[config.mk]
export PLATFORM = sky130hd
export DESIGN_NAME = alu_cmd_sequencer
export DESIGN_NICKNAME = d
export VERILOG_FILES = /design/src/rtl/alu_cmd_sequencer.sv
export SDC_FILE = /design/constraint.sdc
export NUM_CORES = 1
export LEC_CHECK = 0
export CAP_MARGIN = 0
export CORE_ASPECT_RATIO = 1.1
export CORE_MARGIN = 2
export CORE_UTILIZATION = 42
export CTS_CLUSTER_DIAMETER = 150
export DETAILED_ROUTE_END_ITERATION = 6
export PLACE_DENSITY_LB_ADDON = 0.05
export RECOVER_POWER = 50
export SYNTH_ARGS = -nofsm -noshare
export SYNTH_HDL_FRONTEND = slang
export SYNTH_SLANG_ARGS = --single-unit
[constraint.sdc]
create_clock -name clk -period 1.71 [get_ports clk]
set_clock_uncertainty 0.15 [all_clocks]
set_input_delay 0.513 -clock clk [delete_from_list [all_inputs] [get_ports clk]]
set_output_delay 0.513 -clock clk [all_outputs]
set_load 0.01 [all_outputs]
[src/rtl/alu_cmd_sequencer.sv]
// alu_cmd_sequencer
// Initiator-side sequencer for the registered ALU. It accepts one command at
// a time over a valid/ready channel and drives the ALU operand/opcode
// registers. It waits out the ALU pipeline latency, captures the result, and
// returns it over a valid/ready response channel.
// Optional feature macro: ALU_SEQ_CHECK_EN. When it is defined, the sequencer
// computes the expected result at accept time and flags rsp_err on mismatch.
// When it is undefined, no checker is built and rsp_err is tied low.
`timescale 1ns/1ps
module alu_cmd_sequencer #(
    parameter int WIDTH   = 4,
    parameter int LATENCY = 2
) (
    input  logic                 clk,
    input  logic                 rst,
    input  logic                 cmd_valid,
    output logic                 cmd_ready,
    input  logic [WIDTH-1:0]     cmd_a,
    input  logic [WIDTH-1:0]     cmd_b,
    input  logic [1:0]           cmd_op,
    output logic [WIDTH-1:0]     alu_a,
    output logic [WIDTH-1:0]     alu_b,
    output logic [1:0]           alu_opcode,
    input  logic [2*WIDTH-1:0]   alu_result,
    output logic                 rsp_valid,
    input  logic                 rsp_ready,
    output logic [2*WIDTH-1:0]   rsp_data,
    output logic [1:0]           rsp_op,
    output logic                 rsp_err,
    output logic                 busy,
    output logic [7:0]           done_cnt
);

    // The counter must be able to reach LATENCY; keep at least one bit.
    localparam int CW = (LATENCY < 1) ? 1 : $clog2(LATENCY + 1);

    typedef enum logic [1:0] {
        IDLE = 2'd0,
        WAIT = 2'd1,
        RESP = 2'd2
    } state_t;

    state_t               state_q, state_d;
    logic [CW-1:0]        cnt_q, cnt_d;
    logic [WIDTH-1:0]     alu_a_q, alu_a_d;
    logic [WIDTH-1:0]     alu_b_q, alu_b_d;
    logic [1:0]           alu_op_q, alu_op_d;
    logic                 rsp_valid_q, rsp_valid_d;
    logic [2*WIDTH-1:0]   rsp_data_q, rsp_data_d;
    logic [1:0]           rsp_op_q, rsp_op_d;
    logic [7:0]           done_cnt_q, done_cnt_d;

    logic                 accept;
    logic                 capture;
    logic                 handshake;

    // Handshake and capture qualifiers shared by the datapath and the checker.
    always_comb begin
        accept    = (state_q == IDLE) && cmd_valid && !rst;
        capture   = (state_q == WAIT) && (cnt_q == CW'(LATENCY));
        handshake = (state_q == RESP) && rsp_ready;
    end

    // Next-state and register update logic; everything holds by default.
    always_comb begin
        state_d     = state_q;
        cnt_d       = cnt_q;
        alu_a_d     = alu_a_q;
        alu_b_d     = alu_b_q;
        alu_op_d    = alu_op_q;
        rsp_valid_d = rsp_valid_q;
        rsp_data_d  = rsp_data_q;
        rsp_op_d    = rsp_op_q;
        done_cnt_d  = done_cnt_q;
        case (state_q)
            IDLE: begin
                if (accept) begin
                    alu_a_d  = cmd_a;
                    alu_b_d  = cmd_b;
                    alu_op_d = cmd_op;
                    cnt_d    = '0;
                    state_d  = WAIT;
                end
            end
            WAIT: begin
                if (capture) begin
                    rsp_data_d  = alu_result;
                    rsp_op_d    = alu_op_q;
                    rsp_valid_d = 1'b1;
                    state_d     = RESP;
                end else begin
                    cnt_d = cnt_q + CW'(1);
                end
            end
            RESP: begin
                if (handshake) begin
                    rsp_valid_d = 1'b0;
                    done_cnt_d  = done_cnt_q + 8'd1;
                    state_d     = IDLE;
                end
            end
            default: begin
                state_d = IDLE;
            end
        endcase
    end

    // State and datapath registers; reset drops any in-flight command.
    always_ff @(posedge clk or posedge rst) begin
        if (rst) begin
            state_q     <= IDLE;
            cnt_q       <= '0;
            alu_a_q     <= '0;
            alu_b_q     <= '0;
            alu_op_q    <= 2'b00;
            rsp_valid_q <= 1'b0;
            rsp_data_q  <= '0;
            rsp_op_q    <= 2'b00;
            done_cnt_q  <= 8'd0;
        end else begin
            state_q     <= state_d;
            cnt_q       <= cnt_d;
            alu_a_q     <= alu_a_d;
            alu_b_q     <= alu_b_d;
            alu_op_q    <= alu_op_d;
            rsp_valid_q <= rsp_valid_d;
            rsp_data_q  <= rsp_data_d;
            rsp_op_q    <= rsp_op_d;
            done_cnt_q  <= done_cnt_d;
        end
    end

`ifdef ALU_SEQ_CHECK_EN
    logic [2*WIDTH-1:0] exp_q, exp_d;
    logic               rsp_err_q, rsp_err_d;

    // Reference result with the ALU's zero-extension rules applied.
    function automatic logic [2*WIDTH-1:0] expected_result(
        input logic [WIDTH-1:0] a,
        input logic [WIDTH-1:0] b,
        input logic [1:0]       op
    );
        logic [2*WIDTH-1:0] a_ext;
        logic [2*WIDTH-1:0] b_ext;
        a_ext = {{WIDTH{1'b0}}, a};
        b_ext = {{WIDTH{1'b0}}, b};
        case (op)
            2'b00:   expected_result = a_ext + b_ext;
            2'b01:   expected_result = a_ext * b_ext;
            2'b10:   expected_result = a_ext | b_ext;
            default: expected_result = a_ext & b_ext;
        endcase
    endfunction

    // Latch the expectation at accept and compare it with the ALU at capture.
    always_comb begin
        exp_d     = exp_q;
        rsp_err_d = rsp_err_q;
        if (accept) begin
            exp_d = expected_result(cmd_a, cmd_b, cmd_op);
        end
        if (capture) begin
            rsp_err_d = (alu_result != exp_q);
        end else if (handshake) begin
            rsp_err_d = 1'b0;
        end
    end

    // Checker registers.
    always_ff @(posedge clk or posedge rst) begin
        if (rst) begin
            exp_q     <= '0;
            rsp_err_q <= 1'b0;
        end else begin
            exp_q     <= exp_d;
            rsp_err_q <= rsp_err_d;
        end
    end

    assign rsp_err = rsp_err_q;
`else
    assign rsp_err = 1'b0;
`endif

    assign cmd_ready  = (state_q == IDLE) && !rst;
    assign busy       = (state_q != IDLE);
    assign alu_a      = alu_a_q;
    assign alu_b      = alu_b_q;
    assign alu_opcode = alu_op_q;
    assign rsp_valid  = rsp_valid_q;
    assign rsp_data   = rsp_data_q;
    assign rsp_op     = rsp_op_q;
    assign done_cnt   = done_cnt_q;

endmodule

==> results of run 1 <==
[report_power, final]
group          leakage [uW]  internal [uW]  switching [uW]
logic              0.000574            878             600
clock network     0.0000310            155             254
registers          0.000405           1110             163
total               0.00101           2140            1020
[final timing paths]
check | slack [ns] | cells after the start | to | from
worst min register to register | 0.35 | 1 | cnt_q[0]$_DFFE_PP0P_ | cnt_q[0]$_DFFE_PP0P_
worst max-delay path | -0.11 | 3 | cmd_ready | state_q[1]$_DFFE_PP0P_
max in group asynchronous | 0.47 | 4 | done_cnt[2]$_DFFE_PP0P_ | rst
worst max register to register | -0.05 | 5 | alu_opcode[0]$_DFFE_PP0P_ | state_q[1]$_DFFE_PP0P_
worst min-delay path | 0.35 | 1 | cnt_q[0]$_DFFE_PP0P_ | cnt_q[0]$_DFFE_PP0P_
min in group asynchronous | 0.46 | 4 | cnt_q[0]$_DFFE_PP0P_ | rst
[repair_timing]
action | CTS | global route
pin swaps | 2 | 0
hold buffers | 0 | 0
resized for setup | 41 | 24
hold endpoints to repair | 0 | 0
setup endpoints to repair | 41 | 27
setup buffers | 4 | 6
[logic make-up after synthesis]
logic type,Yosys count
flops,33
simple gates,26
mux,21
xor+xnor,7
buf+inv,5
fa+ha+maj,2
compound gates,2
other cells,1
[area by class of cell]
type,instances,area (sq um)
flip-flops and latches,33,826
well taps,34,42.5
multi-input cells,59,503
inverters,2,7.51
clock inverters,3,17.5
fillers,261,970
repair buffers,76,671
clock buffers,5,37.5
[per-layer routing]
layer / up-vias / wire [um] / global-route usage
li1: 493 / - / -
met1: 497 / 1040 / 0.184
met2: 31 / 1380 / 0.264
met3: 5 / 218 / 0.0739
met4: 0 / 49 / 0.0640
met5: - / 0 / 0
[critical path: cells and delay by family (launching register included)]
family        cells  cell delay (ns)
flops             1             0.38
simple gates      2             0.33
buf+inv           1             0.13
[synthesized netlist by cell type]
cell / count / area (sq um)
or3b_1: 1 / 8.76
o22ai_1: 1 / 6.26
inv_1: 2 / 7.51
dfrtp_1: 33 / 826
xor2_1: 4 / 35.0
nand2b_1: 2 / 12.5
conb_1: 1 / 3.75
buf_6: 1 / 11.3
nor2_1: 3 / 11.3
nand4_1: 3 / 18.8
ha_1: 2 / 25.0
nand2_1: 9 / 33.8
nand3b_1: 2 / 15.0
and3b_1: 1 / 8.76
nor3_1: 2 / 10.0
mux2i_1: 1 / 10.0
o21ai_0: 1 / 5.00
nand4b_1: 1 / 8.76
mux2_2: 20 / 225
or2_2: 1 / 6.26
xnor2_1: 3 / 26.3
nor4b_4: 1 / 23.8
buf_4: 2 / 15.0
[sequential cells by signal, indices dropped and copies added (netlist names)]
| signal | flops |
|---|---|
| done_cnt | 8 |
| rsp_valid | 1 |
| rsp_data | 8 |
| alu_opcode | 2 |
| alu_b | 4 |
| cnt_q | 2 |
| state_q | 2 |
| rsp_op | 2 |
| alu_a | 4 |
[per-stage QoR]
step | power (uW) | util
2_1_floorplan | 1990 | -
3_3_place_gp | 2820 | 0.653
4_1_cts | 3130 | 0.670
5_1_grt | 3400 | 0.685
3_5_place_dp | 2870 | 0.653
6_report | 3160 | 0.685
==> impl_metrics.yaml, run 1 <==
global_route:
  antenna_found_initial: 0
  grtUsageTotal: 0.163
  grt_pass1_wl_um: 4510
  overflow: 0
  grt_max_degree: 22
  grt_pass1_vias: 1043
drt:
  firstDrtPassIters: 4
  drcViolationCount: 0
  drtIter0Drc: 14
  vias_per_cell: 4.84
  via_count: 1026
  routed_wl_um: 2690
  ant_nets: 0
  wire_per_inst_um: 12.7
timing:
  relSlewSlack: 0.556
  period_needed_ns: 1.82
  rsz0062_at_grt: "true"
  fmaxAchievable_ghz: 0.550
  hold_viol_final: 0
  slew_viol_final: 0
  finalCritPeriodShare: 1.06
  tns_ns: -0.298
  setup-violations-final: 6
  whs_ns: 0.352
  timing.final.ws_setup_ns: -0.108
  tightest_slew_ns: 0.667
clocking:
  clkTransAtPathRegs_ns: 0.10
  numClockSinks: 33
  cts-htree-levels: 2
  numCtsBuffers: 5
  cts_tree: "yes"
  cts.path.max_buffers: 2
  clock_latency_ns: 0.33
  clock-root-buffer: "clkbuf_4"
pwr:
  ir_drop_mv: 0.957
  p_per_area_nw_per_um2: 1500
  p_leak_uw: 0.00101
yosys:
  synthCells: 97
  synth.area.mux_share: 0.174
  synth.cell_area_sq_um: 1350
  yosys.area_share.simple: 0.116
  ys_seq_area_frac: 0.610
  avgSynthCellArea_sq_um: 14.0
  synth-adder-area-share: 0.0185
  synthXorXnorAreaFrac: 0.0453
  syn_nets: 121
  ys_types: 23
  ys_ff_latch: 33
  synth_top_family_by_area: "multiplexers"
  synth_compound_area_frac: 0.00832
  ys_warn_count: 0
critical_path:
  start_kind: "flop"
  cp_cell_sequence: "or2_4 > nor2_2 > buf_2"
  crit_path_end_kind: "primary output"
  setup.worst_path.class: "flop to primary output"
  cp_slowest_cell: "dfrtp_1"
  crit_path_max_fanout: 2
  cpPeakStageDelay_ns: 0.38
  worstPathArrival_ns: 1.15
  cp.required_ns: 1.05
die:
  die_w_um: 58.1
  start_util: 0.440
  num_rows: 21
  die_height_um: 63.5
  dieArea_sq_um: 3690
  placeableCoreArea_sq_um: 3070
  io_pins: 54
layout:
  layout.cells.non_filler: 212
  nets: 201
  design_area_sq_um: 2100
  area_growth_pct: 55.5
  insertedDiodeCount: 0
  layout_commonest_cell: "dfrtp_1"
  layout-drive-gt1-share: 0.320
  final_cell_mix: "dfrtp_1 (33), clkdlybuf4s15_1 (21), mux2_2 (19), clkdlybuf4s50_1 (19), buf_4 (18)"
placement:
  gp_congestion: 0.730
  io_buffers: 52
  dpl_worst_slack_ns: -0.529
  dp_cells: 194
  hpwl_um: 2040
  postPlaceCellArea_sq_um: 2010
min_path:
  hold_path.class: "flop to flop"
run:
  maxCapViolCount: 0
outcome:
  status: "finished with violations"
  violations: "negative setup slack"
Power figures use the tool's default switching activity.
==> run 2, diff against run 1 <==
--- a/config.mk
+++ b/config.mk
@@ -11,8 +11,10 @@
 export CORE_UTILIZATION = 42
 export CTS_CLUSTER_DIAMETER = 150
 export DETAILED_ROUTE_END_ITERATION = 6
+export GPL_TIMING_DRIVEN = 0
 export PLACE_DENSITY_LB_ADDON = 0.05
 export RECOVER_POWER = 50
+export SLEW_MARGIN = 20
 export SYNTH_ARGS = -nofsm -noshare
 export SYNTH_HDL_FRONTEND = slang
 export SYNTH_SLANG_ARGS = --single-unit
==> impl_metrics.yaml, run 2 (synthesized netlist as in run 1, its figures left out) <==
layout:
  area_growth_pct: 53.9
  multi_input_area_sq_um: 497
  fill_cells: 239
  final_cell_mix: "dfrtp_1 (31), clkdlybuf4s15_1 (27), mux2_2 (20)"
  nets: 196
  insertedDiodeCount: 0
  layout_commonest_cell: "dfrtp_1"
  layout-drive-gt1-share: 0.318
  seq_area_sq_um: 828
placement:
  io_buffers: 52
  hpwl_um: 1880
  gp_congestion: 0.746
  dpl_worst_slack_ns: -0.631
timing:
  finalCritPeriodShare: 1.10
  timing.final.ws_setup_ns: -0.174
  slew_viol_final: 0
  fmaxAchievable_ghz: 0.531
  tightest_slew_ns: 0.664
  hold_viol_final: 0
  rsz0062_at_grt: "true"
  setup-violations-final: 13
  period_needed_ns: 1.88
  relSlewSlack: 0.556
critical_path:
  worstPathArrival_ns: 1.22
  cp_slowest_cell: "dfrtp_2"
  r2r_cells: 4
  crit_path_max_fanout: 2
  cp_num_buf_inv: 1
  r2r_slack_ns: -0.03
  cpPeakStageDelay_ns: 0.43
  reg2reg_from: "state_q[1]$_DFFE_PP0P_"
  timing.rr.end: "alu_b[2]$_DFFE_PP0P_"
  setup.worst_path.class: "flop to primary output"
  crit_path_end_kind: "primary output"
  cp.required_ns: 1.05
  start_kind: "flop"
  cp_top_family: "flip-flops"
  cp_cell_sequence: "or2_4 > nor2_1 > buf_2"
die:
  placeableCoreArea_sq_um: 3070
  dieArea_sq_um: 3690
  io_pins: 54
  die_height_um: 63.5
  start_util: 0.440
  die_w_um: 58.1
  num_rows: 21
clocking:
  numClockSinks: 33
  cts_hold_buf: 0
  cts-htree-levels: 2
  cts_tree: "yes"
  clock_latency_ns: 0.34
  numCtsBuffers: 5
  clkTransAtPathRegs_ns: 0.11
  cts.path.max_buffers: 2
  clock-root-buffer: "clkbuf_4"
pwr:
  p_per_area_nw_per_um2: 1510
  finalPower_uw: 3150
  ir_drop_mv: 1.04
  p_leak_uw: 0.000980
drt:
  wire_per_inst_um: 13.9
  wl_met1_um: 1170
  routed_wl_um: 2870
  ant_nets: 0
  via_count: 1049
  wl_met3_um: 206
  top_layer: "met4"
  vias_per_cell: 5.07
  drtIter0Drc: 39
  firstDrtPassIters: 4
  wl_met2_um: 1410
  drcViolationCount: 0
outcome:
  violations: "negative setup slack"
  status: "finished with violations"
global_route:
  grt_max_degree: 34
  antenna_found_initial: 0
  grtUsageTotal: 0.182
  grt_pass1_wl_um: 4890
  grt_pass1_vias: 1099
  overflow: 0
run:
  maxCapViolCount: 0
min_path:
  hold_path.class: "primary input to asynchronous set/reset pin"
run 2: cell types whose count changed in the layout (fill, tap and decap cells not counted), moves of 2 or more:
cell / before / now
clkbuf_4: 7 / 5
dfrtp_1: 33 / 31
dlygate4sd2_1: 8 / 2
dfrtp_2: 0 / 2
clkdlybuf4s15_1: 21 / 27
clkbuf_2: 4 / 2
run 2: where the power goes:
part	switching (uW)	total, uW	internal (uW)
Combinational	595	1450	852
Clock	269	424	155
Sequential	167	1280	1110
run 2: layout make-up:
| class | instances | area share |
|---|---|---|
| multi-input combinational | 59 | 0.238 |
| buffer | 3 | 0.0114 |
| clock buffer | 5 | 0.0180 |
| tap | 34 | 0.0204 |
| inverter | 2 | 0.00360 |
| clock inverter | 3 | 0.00841 |
| sequential | 33 | 0.398 |
| timing repair buffer | 68 | 0.302 |
run 2: per-layer routing:
metal | vias to the layer above | track usage
met4 | 0 | 0.105
met3 | 12 | 0.0842
met5 | - | 0
li1 | 489 | -
met1 | 506 | 0.202
met2 | 42 | 0.284
run 2: worst register-to-register path: cells and delay by family (launching register included):
kind | cells | cell delay, ns
simple gates | 1 | 0.35
mux | 1 | 0.33
flops | 1 | 0.43
buf+inv | 2 | 0.38
run 2: repair_timing:
| item | 4_1_cts | 5_1_grt |
|---|---|---|
| resized for setup | 46 | 26 |
| setup buffers | 13 | 2 |
| setup endpoints to repair | 40 | 38 |
| cloned | 1 | 0 |
| pin swaps | 2 | 2 |
run 2: worst max-delay path by stage:
stage                                 from        end  slack [ns]  cells after the start
floorplan           state_q[0]$_DFFE_PP0P_  cmd_ready         0.1                      2
global placement                       rst  cmd_ready       -0.58                      3
detailed placement                     rst  cmd_ready       -0.63                      3
CTS                 state_q[1]$_DFFE_PP0P_  cmd_ready       -0.21                      3
global route        state_q[1]$_DFFE_PP0P_  cmd_ready       -0.24                      3
finish              state_q[1]$_DFFE_PP0P_  cmd_ready       -0.17                      3
run 2: stage by stage:
step | setup TNS, ns | std cells | util | instance area, sq um | hold WS [ns]
6_report | -0.413 | 207 | 0.678 | 2080 | 0.307
5_1_grt | -1.73 | 207 | 0.678 | 2080 | 0.356
3_5_place_dp | -6.06 | 183 | 0.624 | 1920 | 0.314
3_3_place_gp | -22.74 | 183 | 0.624 | 1920 | 0.309
2_1_floorplan | 0 | 97 | - | 1350 | 0.301
4_1_cts | -0.738 | 205 | 0.665 | 2040 | 0.329
